$ cat src/rtl/wb_pkg.sv
// Shared types for the write-back/commit stage.
// Load-size encodings and the default-width queue entry layout.
// No logic; imported by the extender and the commit unit.
package wb_pkg;

    localparam int WB_DATA_W = 32;
    localparam int WB_ADDR_W = 4;

    // ld_size encodings; any value with bit 1 set is treated as a word load
    typedef enum logic [1:0] {
        LD_BYTE = 2'b00,
        LD_HALF = 2'b01,
        LD_WORD = 2'b10
    } ld_size_e;

    // One completed instruction waiting to retire (default datapath widths)
    typedef struct packed {
        logic [WB_DATA_W-1:0] pc;
        logic [WB_DATA_W-1:0] value;
        logic [WB_ADDR_W-1:0] dest;
        logic                 wb_en;
    } wb_entry_t;

endpackage

$ cat src/rtl/wb_load_ext.sv
// Sub-word load extender: picks byte/half/word from the loaded data and extends it.
// Latency: purely combinational.
// Backpressure: none (no handshake).
module wb_load_ext
    import wb_pkg::*;
#(
    parameter int DATA_W = 32
) (
    input  logic [DATA_W-1:0] data,
    input  logic [1:0]        size,
    input  logic              is_signed,
    input  logic [1:0]        offset,
    output logic [DATA_W-1:0] value
);

    logic [7:0]  byte_sel;
    logic [15:0] half_sel;

    // Lane select by address offset, then zero/sign extend; half loads ignore offset[0]
    always_comb begin
        byte_sel = data[{offset, 3'b000} +: 8];
        half_sel = data[{offset[1], 4'b0000} +: 16];
        value    = data;
        if (size == LD_BYTE) begin
            value = {{(DATA_W-8){is_signed & byte_sel[7]}}, byte_sel};
        end else if (size == LD_HALF) begin
            value = {{(DATA_W-16){is_signed & half_sel[15]}}, half_sel};
        end
    end

endmodule

$ cat src/rtl/wb_commit_unit.sv
// Write-back/commit stage: selects the write value, queues DEPTH instructions, retires in order.
// Latency: push at edge N is presented at the head during cycle N+1 (empty queue).
// Backpressure: in_ready drops only when full; rf_ready stalls only wb_en head entries.
// Optional sub-word load extension is built when WB_LOAD_EXT_EN is defined.
module wb_commit_unit
    import wb_pkg::*;
#(
    parameter int DATA_W = 32,
    parameter int ADDR_W = 4,
    parameter int DEPTH  = 4,
    parameter int CNT_W  = 32
) (
    input  logic                     clk,
    input  logic                     rst,
    input  logic                     in_valid,
    output logic                     in_ready,
    input  logic [DATA_W-1:0]        pc_in,
    input  logic                     wb_en,
    input  logic                     mem_r_en,
    input  logic [1:0]               ld_size,
    input  logic                     ld_signed,
    input  logic [1:0]               byte_off,
    input  logic [DATA_W-1:0]        alu_res,
    input  logic [DATA_W-1:0]        data_mem,
    input  logic [ADDR_W-1:0]        dest,
    input  logic                     flush,
    input  logic                     rf_ready,
    output logic                     rf_we,
    output logic [ADDR_W-1:0]        rf_dest,
    output logic [DATA_W-1:0]        rf_value,
    output logic [DATA_W-1:0]        pc_out,
    input  logic [ADDR_W-1:0]        hz_src0,
    input  logic [ADDR_W-1:0]        hz_src1,
    output logic                     hz_hit0,
    output logic                     hz_hit1,
    output logic [$clog2(DEPTH):0]   occupancy,
    output logic [CNT_W-1:0]         retire_cnt
);

    localparam int PTR_W = $clog2(DEPTH);
    localparam int OCC_W = PTR_W + 1;

    logic [DATA_W-1:0] pc_q    [DEPTH];
    logic [DATA_W-1:0] value_q [DEPTH];
    logic [ADDR_W-1:0] dest_q  [DEPTH];
    logic [DEPTH-1:0]  wb_en_q;
    logic [DEPTH-1:0]  vld_q;

    logic [PTR_W-1:0]  rd_ptr;
    logic [PTR_W-1:0]  wr_ptr;
    logic [OCC_W-1:0]  count;

    logic [DATA_W-1:0] ext_val;
    logic [DATA_W-1:0] push_val;
    logic              push_fire;
    logic              pop_fire;
    logic              head_vld;

`ifdef WB_LOAD_EXT_EN
    wb_load_ext #(
        .DATA_W (DATA_W)
    ) u_load_ext (
        .data      (data_mem),
        .size      (ld_size),
        .is_signed (ld_signed),
        .offset    (byte_off),
        .value     (ext_val)
    );
`else
    // Without extension the loaded word passes through; size/sign/offset are don't-care
    logic unused_ld_cfg;
    assign unused_ld_cfg = ^{ld_size, ld_signed, byte_off};
    assign ext_val       = data_mem;
`endif

    assign push_val  = mem_r_en ? ext_val : alu_res;
    assign in_ready  = (count < OCC_W'(DEPTH));
    assign push_fire = in_valid && in_ready;
    assign head_vld  = vld_q[rd_ptr];
    assign pop_fire  = head_vld && (!wb_en_q[rd_ptr] || rf_ready);
    assign occupancy = count;

    // Head fields are forced to zero when the queue is empty
    always_comb begin
        rf_we    = head_vld && wb_en_q[rd_ptr];
        rf_dest  = '0;
        rf_value = '0;
        pc_out   = '0;
        if (head_vld) begin
            rf_dest  = dest_q[rd_ptr];
            rf_value = value_q[rd_ptr];
            pc_out   = pc_q[rd_ptr];
        end
    end

    // Pending-write hazard scan over queued entries only (not the incoming one)
    always_comb begin
        hz_hit0 = 1'b0;
        hz_hit1 = 1'b0;
        for (int i = 0; i < DEPTH; i++) begin
            if (vld_q[i] && wb_en_q[i] && (dest_q[i] == hz_src0)) hz_hit0 = 1'b1;
            if (vld_q[i] && wb_en_q[i] && (dest_q[i] == hz_src1)) hz_hit1 = 1'b1;
        end
    end

    // Entry payload storage; validity is tracked separately so no reset is needed here
    always_ff @(posedge clk) begin
        if (push_fire && !flush) begin
            pc_q[wr_ptr]    <= pc_in;
            value_q[wr_ptr] <= push_val;
            dest_q[wr_ptr]  <= dest;
        end
    end

    // Queue control: pointers, valid bits, occupancy; flush wins over push/pop
    always_ff @(posedge clk or negedge rst) begin
        if (!rst) begin
            vld_q   <= '0;
            wb_en_q <= '0;
            rd_ptr  <= '0;
            wr_ptr  <= '0;
            count   <= '0;
        end else if (flush) begin
            vld_q  <= '0;
            rd_ptr <= '0;
            wr_ptr <= '0;
            count  <= '0;
        end else begin
            if (push_fire) begin
                vld_q[wr_ptr]   <= 1'b1;
                wb_en_q[wr_ptr] <= wb_en;
                wr_ptr          <= wr_ptr + 1'b1;
            end
            if (pop_fire) begin
                vld_q[rd_ptr] <= 1'b0;
                rd_ptr        <= rd_ptr + 1'b1;
            end
            if (push_fire && !pop_fire) begin
                count <= count + OCC_W'(1);
            end else if (!push_fire && pop_fire) begin
                count <= count - OCC_W'(1);
            end
        end
    end

    // Retire counter: a pop coinciding with flush still writes but is not counted
    always_ff @(posedge clk or negedge rst) begin
        if (!rst) begin
            retire_cnt <= '0;
        end else if (pop_fire && !flush) begin
            retire_cnt <= retire_cnt + CNT_W'(1);
        end
    end

endmodule

$ cat config.mk
export PLATFORM = sky130hd
export DESIGN_NAME = wb_commit_unit
export DESIGN_NICKNAME = d
export VERILOG_FILES = /design/src/rtl/wb_pkg.sv /design/src/rtl/wb_load_ext.sv /design/src/rtl/wb_commit_unit.sv
export SDC_FILE = /design/constraint.sdc
export NUM_CORES = 1
export LEC_CHECK = 0
export CAP_MARGIN = 20
export CORE_AREA = 3 3 200 202
export CTS_BUF_LIST = sky130_fd_sc_hd__clkbuf_4 sky130_fd_sc_hd__clkbuf_8
export CTS_CLUSTER_SIZE = 20
export DETAILED_ROUTE_END_ITERATION = 16
export DIE_AREA = 0 0 203 205
export PLACE_DENSITY = 0.59
export SYNTH_ARGS = -nofsm -noshare
export SYNTH_HDL_FRONTEND = slang
export SYNTH_SLANG_ARGS = --single-unit
$ cat constraint.sdc
create_clock -name clk -period 8.45 [get_ports clk]
set_input_delay 1.69 -clock clk [delete_from_list [all_inputs] [get_ports clk]]
set_output_delay 1.69 -clock clk [all_outputs]
set_load 0.05 [all_outputs]
==> impl_results.md <==
- Async S/R FF share, synth: 0.147
- Post-Synthesis Cell Area: approximately 13000 um2
- Avg Inst Size Synth: approximately 18 um2
- Post-DRT Antenna Nets: 0
- Routability cong.: about 0.79
- Die W: between 200 and 250 um
- Final wirelength: between 20000 and 30000 um
- Layout area overhead: 28.8%
- Final slew viol count: 0
- Via count: ~7400
- Post-synth top cells: 272 x edfxtp_1, 69 x and2_1, 69 x mux4_2
- Worst-path fanout max: 44
- FF-to-FF path depth: 8
- Overall power: around 0.0046 W
- Clock skew: 0.0102 ns
- Nets: between 1000 and 1500
- Slew Limit Headroom: 0.365
- Final period utilization: 0.657
- R2r setup slk: ~5.2 ns
- Hold Path Class: register to register
- Fin cells: between 1500 and 2000
- Final core occ: 0.447
- Setup tns final: 0 ns
- Maximum vdd drop: 130 uV
- Fmax: roughly 180 MHz
- Leak: 5.80 nW
- DP Wirelength: roughly 18000 um
- Final setup vio count: 0
- Wirelength per Cell: between 15 and 20 um
- Post-synthesis sequential area ratio: 0.700
- Clk pwr share: 0.283
- Worst Path Arrival: approximately 3.9 ns
- Minimum clock period: roughly 5.6 ns
- Worst Max-Slew Pin Slew: roughly 0.95 ns
- Setup repair bufs after CTS: 0
- Diode count: 0
- CP Class: register to output pin
- Clock slew at reported path FFs: roughly 0.060 ns
- Ys flop type: edfxtp_1
- Worst-skew pair later-pin latency: 0.62 ns
- Pwr dens: ~270 nW/um2
- Root buffer selected by CTS: clkbuf_8
- Vias in the first global route: 7951
- Initial Utilization: 0.347
- H-tree levels: 2
- Net Sw Frac: 0.332
- Core area: 38500 um2
- Worst EP required: approximately 6.8 ns
- Largest cells by area after synthesis: edfxtp_1 61%, mux4_2 12%, dfrtp_1 8.8%, and2_1 3.2%, mux2_2 3.0%
- Seq cells post-synth: 319
- First-pass GRT wire length: 46100 um
- Rows: roughly 70
- CTS sink count: around 320
- Grt ovf: 0
- Critical Path Start Type: register
- CP endpoint kind: output pin
- NetSw: 0.00154 W
- Largest net degree at the start of global routing: a little under 50
- CTS tree: yes
- DR pass1 iterations: 4
- Placed cells: 1450
- Drt drc: 0
- Placed cell areas: around 16000 um2
- Sequential share of power: 0.419
- Post-Synthesis Cells: roughly 730
- PortBufs: 221
- Die Y: ~200 um
- Number of enable flip-flop cells after synthesis: ~270
- DIE AREA: roughly 42000 um2
- Initial DRC count: approximately 250
- WHS Path Cells: 1
- CTS max path bufs: 3
- Hold Vio Cnt, Final: 0
- Post-route cell area: roughly 17000 um2
- Max_cap viols: 0
- Synth warn: 0
- GRT Util Overall: 0.144
- Yosys top cell area share: 0.612
- Status: finished, final reports clean
- Top-count cell post-synth: edfxtp_1
- Post-CTS resize count: 0
- Post-synth cell types: 37
- Antenna violations before repair: 1
- Combinational power share: 0.297
- Layout cells sized above 1: 0.211
- Hold_buf cts: 0
- Int Power: ~0.0031 W
- Top Ports: 227
- Syn Nets: roughly 860
- RSZ-0062 raised after global routing: no
- Number of CTS-inserted buffers: 54
- Post-synth top area cell: edfxtp_1
- Via count normalized by instance count: roughly 4.8
[cell type report]
cell class,instances,area (um2)
sequential,319,9350
multi-input combinational,370,3850
fill,3423,21300
clock buffer,73,898
tap,518,648
clock inverter,26,129
inverter,13,48.8
timing repair buffer,230,2270
[cells by family (layout without fill, tap and decap cells)]
| kind of cell | count (synthesis) | after routing | share of synthesized area |
|---|---|---|---|
| DFF | 319 | 319 | 0.700 |
| and+or+nand+nor | 172 | 172 | 0.0764 |
| muxes | 108 | 108 | 0.149 |
| xor gates and xnor gates | 66 | 66 | 0.0433 |
| buffers and inverters | 45 | 342 | 0.0139 |
| AOI/OAI and AO/OA | 14 | 14 | 0.00796 |
| adders and majority gates | 10 | 10 | 0.00993 |
[placed cells by master (no fill, tap or decap), types with 4 or more instances in the layout]
cell type	n
clkbuf_8	56
a21oi_1	6
and3_4	4
buf_4	9
and2_1	69
mux4_2	69
xnor2_1	29
clkbuf_4	17
ha_1	9
nand3_1	13
clkdlybuf4s50_1	220
nand2_1	15
mux2_2	36
nand4_1	19
nor2_1	21
a211oi_1	5
clkinv_1	14
xor2_1	37
nor3_1	15
edfxtp_1	272
clkinv_2	9
inv_1	13
dfrtp_1	45
[registers in the layout, indices dropped and copies added, names as in the netlist]
name	flops
pc_q	128
vld_q	4
retire_cnt	32
rd_ptr	2
occupancy	3
dest_q	16
value_q	128
wb_en_q	4
wr_ptr	2
[per-stage QoR]
stage / hold WS (ns) / setup WS, ns
5_1_grt: 0.504 / 2.52
3_5_place_dp: 0.477 / 2.92
4_1_cts: 0.485 / 2.62
3_3_place_gp: 0.460 / 2.94
2_1_floorplan: 0.527 / 4.06
6_report: 0.473 / 2.90
[power groups by stage]
stage | clock network (W) | logic (W) | registers (W)
3_5_place_dp | 0 | 0.00141 | 0.00198
4_1_cts | 0.00136 | 0.00141 | 0.00195
3_3_place_gp | 0 | 0.00140 | 0.00198
6_report | 0.00131 | 0.00138 | 0.00194
5_1_grt | 0.00144 | 0.00147 | 0.00196
2_1_floorplan | 0 | 0.000938 | 0.00197
[worst max-delay path, stage by stage, from the launching register on]
cell and delay (ns):
dfrtp_4 0.84, mux4_2 0.75, buf_4 0.56, and2_1 0.26, clkdlybuf4s50_1 0.82
[metal layers]
metal | routed length (um) | GRT usage | up-vias
met5 | 15 | 0 | -
met4 | 752 | 0.0520 | 2
met3 | 2070 | 0.0432 | 51
met2 | 13900 | 0.228 | 228
met1 | 13100 | 0.189 | 3779
li1 | - | - | 3362
[path summary, 6_finish.rpt]
| check | start | to |
|---|---|---|
| min | retire_cnt[31] | retire_cnt[31] |
| max in group asynchronous | rst | rd_ptr[0] |
| min reg2reg | retire_cnt[31] | retire_cnt[31] |
| min in group asynchronous | rst | wb_en_q[1] |
| max reg2reg | rd_ptr[1] | occupancy[2] |
| max | rd_ptr[0] | rf_value[28] |
Power figures use the tool's default switching activity.
